`src/rtl/neuron_pkg.sv`:
```
`default_nettype none
//------------------------------------------------------------------------------
// Module   : neuron_pkg
// Purpose  : Shared widths, saturation limits, the accumulate-sequencer state
//            encoding and the saturating-resolve helper for the neuron
//            accumulate path.
// Contents : ACC_W / IN_W      accumulator and term widths
//            ACC_MAX / ACC_MIN signed accumulator clamp limits
//            state_t           ACCEPT / WAIT / OUTPUT encoding
//            saturate()        resolves a registered adder sum + carry
// Revision : 1.0 - initial release
//------------------------------------------------------------------------------
package neuron_pkg;

   localparam int ACC_W = 16;
   localparam int IN_W  = 8;

   localparam logic signed [ACC_W-1:0] ACC_MAX = 16'sh7FFF;
   localparam logic signed [ACC_W-1:0] ACC_MIN = 16'sh8000;

   // Explicit 2-bit encoding so the state register width is fixed and stable
   // across tool versions.
   typedef enum logic [1:0] {
      ACCEPT = 2'd0,
      WAIT   = 2'd1,
      OUTPUT = 2'd2
   } state_t;

   // The adder's carry is bit 16 of the true sum, i.e. its real sign. When it
   // disagrees with bit 15 the 16-bit sum has wrapped; clamp toward the real
   // sign instead.
   function automatic logic signed [ACC_W-1:0] saturate(
      input logic signed [ACC_W-1:0] sum,
      input logic                    carry
   );
      logic signed [ACC_W-1:0] res;
      res = sum;
      if (carry != sum[ACC_W-1]) begin
         res = carry ? ACC_MIN : ACC_MAX;
      end
      return res;
   endfunction

endpackage : neuron_pkg
`default_nettype wire

```
`src/rtl/neuron_accum_ctrl.sv`:
```
`default_nettype none
//------------------------------------------------------------------------------
// Module   : neuron_accum_ctrl
// Purpose  : Drives the neuron's registered accumulate adder. Each accepted
//            signed term is presented to the adder together with the running
//            accumulator; the registered sum is captured one cycle later,
//            clamped on signed overflow, and after N_TERMS terms the finished
//            pre-activation (optionally ReLU'd) is offered downstream.
// Params   : N_TERMS  terms per output (>= 1)
//            RELU     1 = negative results are presented as 0
// Ports    : clk, rst_n            clock, async active-low reset
//            in_valid/in_ready     term handshake
//            in_data   [7:0]  s    weighted term
//            add_in1   [15:0] s    adder in1 (accumulator register)
//            add_in2   [7:0]  s    adder in2 (term on handshake, else 0)
//            add_sum   [15:0] s    registered adder sum
//            add_carry             registered adder bit 16
//            out_valid/out_ready   result handshake
//            out_data  [15:0] s    saturated (and optionally ReLU'd) result
//            out_sat               saturation seen during this result
// Revision : 1.0 - initial release
//------------------------------------------------------------------------------
module neuron_accum_ctrl
   import neuron_pkg::*;
#(
   parameter int N_TERMS = 4,
   parameter bit RELU    = 1'b0
) (
   input  logic                    clk,
   input  logic                    rst_n,
   input  logic                    in_valid,
   output logic                    in_ready,
   input  logic signed [IN_W-1:0]  in_data,
   output logic signed [ACC_W-1:0] add_in1,
   output logic signed [IN_W-1:0]  add_in2,
   input  logic signed [ACC_W-1:0] add_sum,
   input  logic                    add_carry,
   output logic                    out_valid,
   input  logic                    out_ready,
   output logic signed [ACC_W-1:0] out_data,
   output logic                    out_sat
);

   // Wide enough to hold the value N_TERMS itself.
   localparam int               CNT_W      = $clog2(N_TERMS + 1);
   localparam logic [CNT_W-1:0] c_cnt_last = CNT_W'(N_TERMS);

   state_t                  r_state;
   logic signed [ACC_W-1:0] r_acc;
   logic                    r_sat;
   logic [CNT_W-1:0]        r_cnt;

   logic                    w_in_hs;
   logic                    w_out_hs;
   logic                    w_ovf;
   logic [CNT_W-1:0]        w_cnt_next;

   assign w_in_hs    = (r_state == ACCEPT) && in_valid;
   assign w_out_hs   = (r_state == OUTPUT) && out_ready;
   assign w_ovf      = (add_carry != add_sum[ACC_W-1]);
   assign w_cnt_next = r_cnt + 1'b1;

   //---------------------------------------------------------------------------
   // Sequencer. The adder registers its result on the same edge that moves us
   // from ACCEPT to WAIT, so add_sum/add_carry are valid throughout WAIT and
   // are folded into the accumulator on the WAIT->next edge.
   //---------------------------------------------------------------------------
   always_ff @(posedge clk or negedge rst_n) begin
      if (!rst_n) begin
         r_state <= ACCEPT;
         r_acc   <= '0;
         r_sat   <= 1'b0;
         r_cnt   <= '0;
      end else begin
         case (r_state)
            ACCEPT: begin
               if (w_in_hs) begin
                  r_state <= WAIT;
               end
            end
            WAIT: begin
               // A clamped accumulator keeps accumulating, so later terms can
               // bring it back in range; the flag stays set regardless.
               r_acc <= saturate(add_sum, add_carry);
               if (w_ovf) begin
                  r_sat <= 1'b1;
               end
               r_cnt   <= w_cnt_next;
               r_state <= (w_cnt_next == c_cnt_last) ? OUTPUT : ACCEPT;
            end
            OUTPUT: begin
               if (w_out_hs) begin
                  r_acc   <= '0;
                  r_sat   <= 1'b0;
                  r_cnt   <= '0;
                  r_state <= ACCEPT;
               end
            end
            default: begin
               r_state <= ACCEPT;
            end
         endcase
      end
   end

   //---------------------------------------------------------------------------
   // Combinational outputs. in_ready and out_valid are mutually exclusive by
   // construction since they decode different states.
   //---------------------------------------------------------------------------
   assign in_ready  = (r_state == ACCEPT);
   assign out_valid = (r_state == OUTPUT);

   assign add_in1   = r_acc;
   // Zero outside a handshake so a free-running adder sees no stray term.
   assign add_in2   = w_in_hs ? in_data : '0;

   // Result bus is held at 0 outside OUTPUT so it shows reset values whenever
   // no result is being offered.
   always_comb begin
      out_data = '0;
      out_sat  = 1'b0;
      if (r_state == OUTPUT) begin
         out_sat  = r_sat;
         out_data = (RELU && r_acc[ACC_W-1]) ? '0 : r_acc;
      end
   end

endmodule : neuron_accum_ctrl
`default_nettype wire

```
`config.mk`:
```
export PLATFORM = sky130hd
export DESIGN_NAME = neuron_accum_ctrl
export DESIGN_NICKNAME = d
export VERILOG_FILES = /design/src/rtl/neuron_pkg.sv /design/src/rtl/neuron_accum_ctrl.sv
export SDC_FILE = /design/constraint.sdc
export NUM_CORES = 1
export LEC_CHECK = 0
export CELL_PAD_IN_SITES_DETAIL_PLACEMENT = 1
export CELL_PAD_IN_SITES_GLOBAL_PLACEMENT = 1
export CORE_MARGIN = 4
export CORE_UTILIZATION = 24
export CTS_CLUSTER_DIAMETER = 60
export DETAILED_ROUTE_END_ITERATION = 7
export PLACE_DENSITY_LB_ADDON = 0.15
export SLEW_MARGIN = 20
export SYNTH_ARGS = -nofsm -noshare
export SYNTH_HDL_FRONTEND = slang
export SYNTH_SLANG_ARGS = --single-unit
```
`constraint.sdc`:
```
create_clock -name clk -period 1.3 [get_ports clk]
set_clock_uncertainty 0.05 [all_clocks]
set_input_delay 0.195 -clock clk [delete_from_list [all_inputs] [get_ports clk]]
set_output_delay 0.195 -clock clk [all_outputs]
set_load 0.1 [all_outputs]
```
Yosys cells after proc, flatten, opt, wreduce, memory -nomap -nowiden
Index checks and enable logic that the tools add are counted.
{"block": "word_totals", "in_bits": 29, "reg_bits": 22}
{"block": "op_classes", "add_sub_neg": 1, "reduce_logical": 7, "n_eq_ne": 7, "n_mux": 16}
{"op": "16-bit 2-to-1 mux", "n": 4}
{"op": "16-bit one-hot mux with 2 select lines", "n": 1}
{"op": "8-bit 2-to-1 mux", "n": 1}
{"op": "2-bit 2-to-1 mux", "n": 3}
{"op": "2-bit one-hot mux with 3 select lines", "n": 1}
{"op": "3-bit one-hot mux with 2 select lines", "n": 1}
{"op": "2-bit by 1-bit inequality test with 1-bit output (second input constant)", "n": 2}
{"op": "2-bit AND reduction", "n": 2}
{"op": "3-bit by 1-bit adder with 3-bit output (second input constant)", "n": 1}
{"op": "3-bit equality test (second input constant)", "n": 1}
{"op": "1-bit 2-to-1 mux", "n": 3}
{"op": "3-bit 2-to-1 mux", "n": 1}
{"op": "3-bit AND reduction", "n": 1}
{"op": "2-bit by 1-bit equality test with 1-bit output (second input constant)", "n": 1}
{"op": "2-bit equality test (second input constant)", "n": 1}
{"op": "1-bit logical AND", "n": 2}
{"op": "2-bit zero test", "n": 1}
{"op": "2-bit inequality test (second input constant)", "n": 1}
{"op": "1-bit one-hot mux with 2 select lines", "n": 1}
{"op": "2-bit nonzero test", "n": 1}
{"op": "1-bit inequality test", "n": 1}

Depth between registers and ports, before layout
Gate-level depths: netlist of run 1.
{"block": "logic_depth", "word_depth": 4, "mapped_depth": 6}

Worst setup path before layout of run 1
No wires, ideal clock.
{"block": "synth_timing", "path_type": "flip-flop to output port", "start": "register r_state[0]", "end": "output add_in2[0]", "path_stages_with_launch": 3, "slack_ns": -1.768, "arrival_time_ns": 2.823, "t_required_ns": 1.055, "path_cell_list": "dfrtp_1 > nor2_1 > and3_1"}
{"block": "synth_via", "elab_chain_cells": 3}
{"item": "start: declaration", "line_no": "neuron_accum_ctrl.sv:48", "rtl": "state_t r_state;"}
{"item": "start signal: assignment", "line_no": "neuron_accum_ctrl.sv:89", "rtl": "r_state <= (w_cnt_next == c_cnt_last) ? OUTPUT : ACCEPT;"}
{"item": "2-bit zero test"}
{"item": "net in_ready", "line_no": "neuron_accum_ctrl.sv:32", "rtl": "output logic in_ready,"}
{"item": "1-bit logical AND", "line_no": "neuron_accum_ctrl.sv:58", "rtl": "assign w_in_hs = (r_state == ACCEPT) && in_valid;"}
{"item": "8-bit 2-to-1 mux", "line_no": "neuron_accum_ctrl.sv:115", "rtl": "assign add_in2 = w_in_hs ? in_data : '0;"}
{"item": "end: declaration", "line_no": "neuron_accum_ctrl.sv:35", "rtl": "output logic signed [IN_W-1:0] add_in2,"}
The timed path passes the listed nets, and every way through them passes these cells.

Worst setup path after layout of run 1
{"block": "layout_timing", "start": "register r_state[0]", "end": "output out_data[7]"}
{"block": "layout_via", "elab_chain_cells": 2}
{"item": "2-bit equality test", "line_no": "neuron_accum_ctrl.sv:122", "rtl": "if (r_state == OUTPUT) begin"}
{"item": "16-bit 2-to-1 mux", "line_no": "neuron_accum_ctrl.sv:122"}
{"item": "end: declaration", "line_no": "neuron_accum_ctrl.sv:40", "rtl": "output logic signed [ACC_W-1:0] out_data,"}
No other way between the ends.

==> results of run 1 <==
[registers in the layout, indices dropped and copies added (netlist names)]
register	flops
r_sat	1
r_state	2
r_cnt	3
add_in1	16
[worst max-delay path, stage by stage (launching register included)]
cell	delay [ns]
sky130_fd_sc_hd__dfrtp_2	0.47
sky130_fd_sc_hd__nor2b_4	0.22
sky130_fd_sc_hd__buf_6	0.16
sky130_fd_sc_hd__and2_4	0.16
sky130_fd_sc_hd__buf_12	0.16
[power breakdown]
part / total (mW) / switching (mW) / internal [mW]
clock network: 0.437 / 0.218 / 0.218
logic: 4.26 / 2.52 / 1.74
registers: 1.32 / 0.350 / 0.971
[cell usage in the layout (no fill, tap or decap), types with 2 or more instances in the layout]
master / count
sky130_fd_sc_hd__nor2_4: 2
sky130_fd_sc_hd__a22o_1: 14
sky130_fd_sc_hd__o2bb2ai_2: 2
sky130_fd_sc_hd__dfrtp_1: 5
sky130_fd_sc_hd__ha_1: 2
sky130_fd_sc_hd__buf_12: 46
sky130_fd_sc_hd__a21oi_4: 3
sky130_fd_sc_hd__clkdlybuf4s50_1: 26
sky130_fd_sc_hd__o21ai_1: 2
sky130_fd_sc_hd__nor2b_1: 2
sky130_fd_sc_hd__a21oi_1: 2
sky130_fd_sc_hd__clkbuf_8: 3
sky130_fd_sc_hd__and2_4: 17
sky130_fd_sc_hd__buf_6: 12
sky130_fd_sc_hd__and2_1: 2
sky130_fd_sc_hd__and3_4: 8
sky130_fd_sc_hd__nand2b_1: 13
sky130_fd_sc_hd__dfrtp_2: 17
sky130_fd_sc_hd__buf_4: 10
sky130_fd_sc_hd__inv_2: 2
[layout make-up]
class,count,area share
clock buffers,4,0.01520
inverters,3,0.003801
multi-input cells,83,0.2635
flip-flops and latches,22,0.1930
well taps,67,0.02829
repair buffers,98,0.4962
[routing by layer]
layer	up-vias	track usage	routed length, µm
met5	-	0	0
met4	0	0.04196	107
met3	8	0.04014	303
met2	45	0.3253	2943
met1	664	0.1858	1901
li1	586	-	-
[how the worst min path moves through the flow]
stage / endpoint
finish: add_in1[6]$_DFFE_PN0P_
global route: add_in1[6]$_DFFE_PN0P_
CTS: add_in1[6]$_DFFE_PN0P_
detailed placement: add_in1[0]$_DFFE_PN0P_
global placement: r_sat$_DFFE_PN0P_
floorplan: add_in1[0]$_DFFE_PN0P_
[per-stage QoR]
stage | hold slack [ns] | setup TNS (ns) | setup WS, ns | std cells
2_1_floorplan | -0.1506 | -7.436 | -0.4670 | 112
3_3_place_gp | 0.4734 | -10.46 | -0.5628 | 259
3_5_place_dp | 0.4857 | -12.28 | -0.6428 | 259
4_1_cts | 0.2607 | -12.38 | -0.3244 | 274
5_1_grt | 0.2882 | -16.92 | -0.4230 | 277
6_report | 0.2571 | -14.82 | -0.3708 | 277
[what timing repair did]
item	CTS	global route
hold buffers	0	0
endpoints found under the setup margin	47	48
gates cloned	4	1
resized for setup	26	14
buffers inserted	7	3
pin swaps	12	11
[cells by family after synthesis]
kind of cell,after synthesis,share of synthesized area
compound gates,27,0.1854
flops,22,0.4661
mux,1,0.009533
buf+inv,8,0.03496
simple gates,50,0.2616
fa+ha+maj,4,0.04237
==> summary.log, run 1 <==
[clock_tree] CTS Root Buffer Type sky130_fd_sc_hd__clkbuf_8
[worst_setup_path] endpoint class of the critical path output pin
[worst_setup_path] worst reg2reg path endpoint add_in1[1]$_DFFE_PN0P_
[synthesis] proportion of netlist area held by the largest area contributor 0.4661
[global_route] vias in the first global route 1482
[timing] maximum frequency from static timing analysis 0.5985 GHz
[clock_tree] # H-tree levels 1
[timing] Least-Margin Pin Slew 0.3052 ns
[route] wire per inst 18.97 µm
[floorplanning] width of the chip 78.15 µm
[clock_tree] number of buffers added by the clock tree synthesis step 3
[global_route] antenna violations before repair 0
[final_layout] fraction of layout instances using a drive strength above 1 0.6381
[timing] post-layout minimum cycle time 1.671 ns
[route] residual DRC count 0
[worst_setup_path] Setup crit start kind flip-flop
[worst_setup_path] class of the most critical setup path reg2out
[power_and_ir_drop] Max IR drop VDD 0.8762 mV
[route] drt first pass iters 4
[timing] setup repair after global routing missed its margin true
[floorplanning] Rows 25
[synthesis] post-synthesis cell area 0.001181 mm²
[synthesis] count of flip-flops with a built-in enable after synthesis 0
[worst_setup_path] critical path launch point r_state[0]$_DFFE_PN0P_
[synthesis] area leader, netlist sky130_fd_sc_hd__dfrtp_1
[synthesis] Post-Syn Nets 145
[worst_setup_path] required time worst endpoint 1.05 ns
[final_layout] Antenna Cells 0
[synthesis] synth top area cells sky130_fd_sc_hd__dfrtp_1 (47%), sky130_fd_sc_hd__a22o_1 (10%), sky130_fd_sc_hd__and2_1 (10%)
[global_route] all-layer global routing usage 0.1696
[synthesis] Post-Synthesis Mean Instance Area 10.55 µm²
[worst_setup_path] CP Data Arrival Time 1.43 ns
[final_layout] share of the core filled with cells in the final layout 0.6232
[synthesis] number of library cell types mapped by synthesis 24
[route] Total Wirelength 5.255 mm
[synthesis] Mapped Cells 112
[route] via total after detailed routing 1303
[route] detailed router's first-iteration violation count 40
[clock_tree] clock transition time at the flip-flop clock pins of the worst setup and hold paths 0.08 ns
[power_and_ir_drop] leakage power figure 1.263 nW
[worst_setup_path] top fanout value on the critical path 6
[synthesis] asr flop ratio synth 1.000
[synthesis] FF+latch count, synth 22
[clock_tree] TritonCTS clock tree done
[place] DP Wirelength 3.483 mm
[final_layout] multi-input gate area in the final layout 780.7 µm²
[floorplanning] Initial Util 0.2484
[place] routability congestion estimate 0.7408
[clock_tree] clock insertion delay at the later pin of the skew report 0.26 ns
[worst_setup_path] cell depth of the worst flop-to-flop path 6
[floorplanning] Ports 72
[synthesis] count of yosys warnings during synthesis 0
[place] Port Buf Inserts 71
[floorplanning] Die ar. 0.006107 mm²
[worst_setup_path] Reg2Reg Launch Point r_state[0]$_DFFE_PN0P_
[run_status] violations in the final reports negative setup slack
[final_layout] Sequential Area 571.8 µm²
[worst_setup_path] end of the critical path out_data[7]
[floorplanning] total core area 0.004755 mm²
[clock_tree] number of buffers on the longest clock path 2
[final_layout] Net count, final 244
[clock_tree] number of sinks driven by the clock tree 22
[worst_setup_path] setup slack of the most critical reg-to-reg path -0.33 ns
[timing] fin crit share 1.285
[route] number of vias per cell 4.704
[timing] least setup slack across all paths after layout -0.3708 ns
[final_layout] final design area excluding fillers 0.002963 mm²
[run] maxcap violations 0
[timing] Max-Slew Margin vs Limit 0.7959
[final_layout] number of inserted filler cells in the final layout 462
[power_and_ir_drop] cell area power density 2031 mW/mm²
[synthesis] dominant cell by count in the synthesized netlist sky130_fd_sc_hd__dfrtp_1
[floorplanning] die extent in y 78.15 µm
[timing] count of pins over their slew limit 0
[global_route] maximum number of pins on one net before global-route repair 23
[timing] final number of hold-violating endpoints 0
[place] Cell Area, Placed 0.002610 mm²
[global_route] global route total overflow 0
[final_layout] Area growth syn-to-layout 150.8%
[route] Post-DRT Antenna Nets 0
[synthesis] sequential element share of the synthesized area 0.4661
[synthesis] Top FF cell, synth sky130_fd_sc_hd__dfrtp_1
[timing] number of setup violations in the final report 47
[global_route] global-route wire length before repair 8.079 mm
[power_and_ir_drop] sum of internal, switching and leakage power 6.016 mW
[run_status] run status complete, but fails checks
[min_path] type of the most critical hold path in2async
[synthesis] leading post-synthesis cells by instance count sky130_fd_sc_hd__dfrtp_1 (22), sky130_fd_sc_hd__and2_1 (19), sky130_fd_sc_hd__a22o_1 (14), sky130_fd_sc_hd__nand2b_1 (14), sky130_fd_sc_hd__and3_1 (8)
(Power assumes the default switching activity.)
==> inputs of run 2 (changes only) <==
CTS_CLUSTER_DIAMETER = 40   (was 60)
SETUP_SLACK_MARGIN = 0.15   (was unset)
==> summary.log, run 2 (same netlist as run 1, synthesis figures left out) <==
[run_status] run status complete, but fails checks [unchanged]
[run_status] violations in the final reports negative setup slack [unchanged]
[worst_setup_path] Setup crit start kind flip-flop [unchanged]
[clock_tree] CTS Root Buffer Type sky130_fd_sc_hd__clkbuf_8 [unchanged]
[timing] fin crit share 1.273 [was 1.285]
[route] detailed router's first-iteration violation count 29 [was 40]
[timing] post-layout minimum cycle time 1.655 ns [was 1.671 ns]
[worst_setup_path] end of the critical path add_in2[5] [was out_data[7]]
[run] maxcap violations 0 [unchanged]
[floorplanning] total core area 0.004755 mm² [unchanged]
[worst_setup_path] cell depth of the worst flop-to-flop path 6 [unchanged]
[clock_tree] number of sinks driven by the clock tree 22 [unchanged]
[route] number of vias per cell 4.513 [was 4.704]
[worst_setup_path] endpoint class of the critical path output pin [unchanged]
[place] routability congestion estimate 0.7668 [was 0.7408]
[floorplanning] Rows 25 [unchanged]
[worst_setup_path] critical path launch point r_state[0]$_DFFE_PN0P_ [unchanged]
[floorplanning] die extent in y 78.15 µm [unchanged]
[final_layout] most common cell after layout, fill and taps aside sky130_fd_sc_hd__buf_12 [unchanged]
[final_layout] share of the core filled with cells in the final layout 0.6111 [was 0.6232]
[final_layout] Antenna Cells 0 [unchanged]
[route] Post-DRT Antenna Nets 0 [unchanged]
[global_route] maximum number of pins on one net before global-route repair 23 [unchanged]
[worst_setup_path] top fanout value on the critical path 5 [was 6]
[timing] count of pins over their slew limit 0 [unchanged]
[timing] final worst hold slack 0.2429 ns [was 0.2571 ns]
[place] Port Buf Inserts 71 [unchanged]
[place] DP Wirelength 3.507 mm [was 3.483 mm]
[timing] Max-Slew Margin vs Limit 0.7916 [was 0.7959]
[clock_tree] # H-tree levels 1 [unchanged]
[clock_tree] clock insertion delay at the later pin of the skew report 0.27 ns [was 0.26 ns]
[final_layout] fraction of layout instances using a drive strength above 1 0.6359 [was 0.6381]
[final_layout] flip-flop count of the largest register after layout 16 [unchanged]
[final_layout] Area growth syn-to-layout 146.0% [was 150.8%]
[power_and_ir_drop] leakage power figure 1.225 nW [was 1.263 nW]
[floorplanning] Initial Util 0.2484 [unchanged]
[timing] setup repair after global routing missed its margin true [unchanged]
[clock_tree] clock transition time at the flip-flop clock pins of the worst setup and hold paths 0.09 ns [was 0.08 ns]
[floorplanning] width of the chip 78.15 µm [unchanged]
[power_and_ir_drop] Max IR drop VDD 0.9738 mV [was 0.8762 mV]
[final_layout] Layout Cells excl Fill 273 [was 277]
[timing] final number of hold-violating endpoints 0 [unchanged]
[floorplanning] Die ar. 0.006107 mm² [unchanged]
[global_route] antenna violations before repair 0 [unchanged]
[floorplanning] Ports 72 [unchanged]
[global_route] global route total overflow 0 [unchanged]
[final_layout] number of inserted filler cells in the final layout 462 [unchanged]
[place] Cells after DPL 260 [was 259]
[worst_setup_path] setup slack of the most critical reg-to-reg path -0.25 ns [was -0.33 ns]
[final_layout] Net count, final 240 [was 244]
[worst_setup_path] required time worst endpoint 1.05 ns [about the same]
[worst_setup_path] class of the most critical setup path reg2out [unchanged]
[worst_setup_path] Reg2Reg Launch Point r_state[0]$_DFFE_PN0P_ [unchanged]
[clock_tree] number of buffers added by the clock tree synthesis step 3 [unchanged]
[worst_setup_path] CP Data Arrival Time 1.41 ns [was 1.43 ns]
[global_route] global-route wire length before repair 7.679 mm [was 8.079 mm]
[route] via total after detailed routing 1232 [was 1303]
[clock_tree] number of hold-repair buffers added at the cts stage 0 [unchanged]
[global_route] vias in the first global route 1407 [was 1482]
[route] Total Wirelength 4.822 mm [was 5.255 mm]
[worst_setup_path] worst reg2reg path endpoint add_in1[14]$_DFFE_PN0P_ [was add_in1[1]$_DFFE_PN0P_]
[final_layout] leading cell types in the layout, fill and taps excluded sky130_fd_sc_hd__buf_12 (46), sky130_fd_sc_hd__clkdlybuf4s50_1 (26), sky130_fd_sc_hd__and2_4 (18) [was sky130_fd_sc_hd__buf_12 (46), sky130_fd_sc_hd__clkdlybuf4s50_1 (26), sky130_fd_sc_hd__and2_4 (17), sky130_fd_sc_hd__dfrtp_2 (17), sky130_fd_sc_hd__a22o_1 (14)]
[route] drt first pass iters 3 [was 4]
[power_and_ir_drop] sum of internal, switching and leakage power 6.139 mW [was 6.016 mW]
[route] residual DRC count 0 [unchanged]
[min_path] type of the most critical hold path in2async [unchanged]
[clock_tree] TritonCTS clock tree done [unchanged]
[place] setup slack at placement -0.4219 ns [was -0.6428 ns]
[timing] Least-Margin Pin Slew 0.3126 ns [was 0.3052 ns]
[route] wire per inst 17.66 µm [was 18.97 µm]
[timing] least setup slack across all paths after layout -0.3550 ns [was -0.3708 ns]
[global_route] all-layer global routing usage 0.1628 [was 0.1696]
[clock_tree] number of buffers on the longest clock path 2 [unchanged]
[power_and_ir_drop] cell area power density 2113 mW/mm² [was 2031 mW/mm²]
[timing] number of setup violations in the final report 47 [unchanged]
[timing] maximum frequency from static timing analysis 0.6042 GHz [was 0.5985 GHz]
==> run 2: cell count changes in the layout (fill, tap and decap cells not counted), sizes merged <==
cell	before	now
dlygate4sd2	1	2
dlymetal6s2s	1	0
bufbuf	1	0
clkbuf	5	3
bufinv	0	1
buf	68	66
==> run 2: where the power goes <==
| part | switching (mW) | internal [mW] |
|---|---|---|
| registers | 0.330 | 0.971 |
| logic | 2.50 | 1.69 |
| clock network | 0.244 | 0.411 |
| total | 3.07 | 3.07 |
==> run 2: worst max-delay path, cell delays in order (launching register included) <==
cell                      delay (ns)
sky130_fd_sc_hd__dfrtp_2        0.43
sky130_fd_sc_hd__buf_4          0.16
sky130_fd_sc_hd__nor2_4         0.16
sky130_fd_sc_hd__and3_4         0.22
sky130_fd_sc_hd__buf_12         0.17
==> run 2: worst min-delay path by stage <==
stage                                 from                endpoint  slack, ns  cells past startpoint
floorplan                            rst_n  add_in1[0]$_DFFE_PN0P_      -0.15                      0
global placement         r_sat$_DFFE_PN0P_       r_sat$_DFFE_PN0P_       0.48                      2
detailed placement  add_in1[0]$_DFFE_PN0P_  add_in1[0]$_DFFE_PN0P_       0.49                      1
CTS                                  rst_n    r_cnt[1]$_DFFE_PN0P_       0.25                      2
global route                         rst_n    r_cnt[1]$_DFFE_PN0P_       0.27                      2
finish                               rst_n  r_state[1]$_DFFE_PN0P_       0.24                      2
==> run 2: what timing repair did <==
action | in CTS | in global routing
gates resized for setup | 22 | 2
setup buffers | 4 | 2
endpoints found under the hold margin | 0 | 0
pin swaps | 19 | 5
gates cloned | 3 | 0
setup endpoints to repair | 49 | 59
==> run 2: per-layer routing <==
metal | GRT usage | routed length, µm | vias up
met2 | 0.3099 | 2715 | 34
li1 | - | - | 581
met5 | 0 | 0 | -
met1 | 0.1858 | 1858 | 615
met4 | 0.03671 | 34 | 0
met3 | 0.03211 | 213 | 2
==> run 2: metrics by stage <==
step	TNS, ns	cell area [µm²]
after detailed placement	-9.543	2681
after global routing	-15.96	2905
final	-13.05	2905
after CTS	-12.72	2883
after floorplan	-7.303	1360
after global placement	-7.838	2681
==> run 2: cell type report <==
| cell class | count | area (µm²) | area share |
|---|---|---|---|
| timing repair buffer | 94 | 1406 | 0.4841 |
| clock buffer | 3 | 41.29 | 0.01421 |
| inverter | 3 | 11.26 | 0.003876 |
| tap | 67 | 83.83 | 0.02885 |
| clock inverter | 1 | 30.03 | 0.01034 |
| multi-input combinational | 83 | 760.7 | 0.2618 |
| sequential | 22 | 571.8 | 0.1968 |
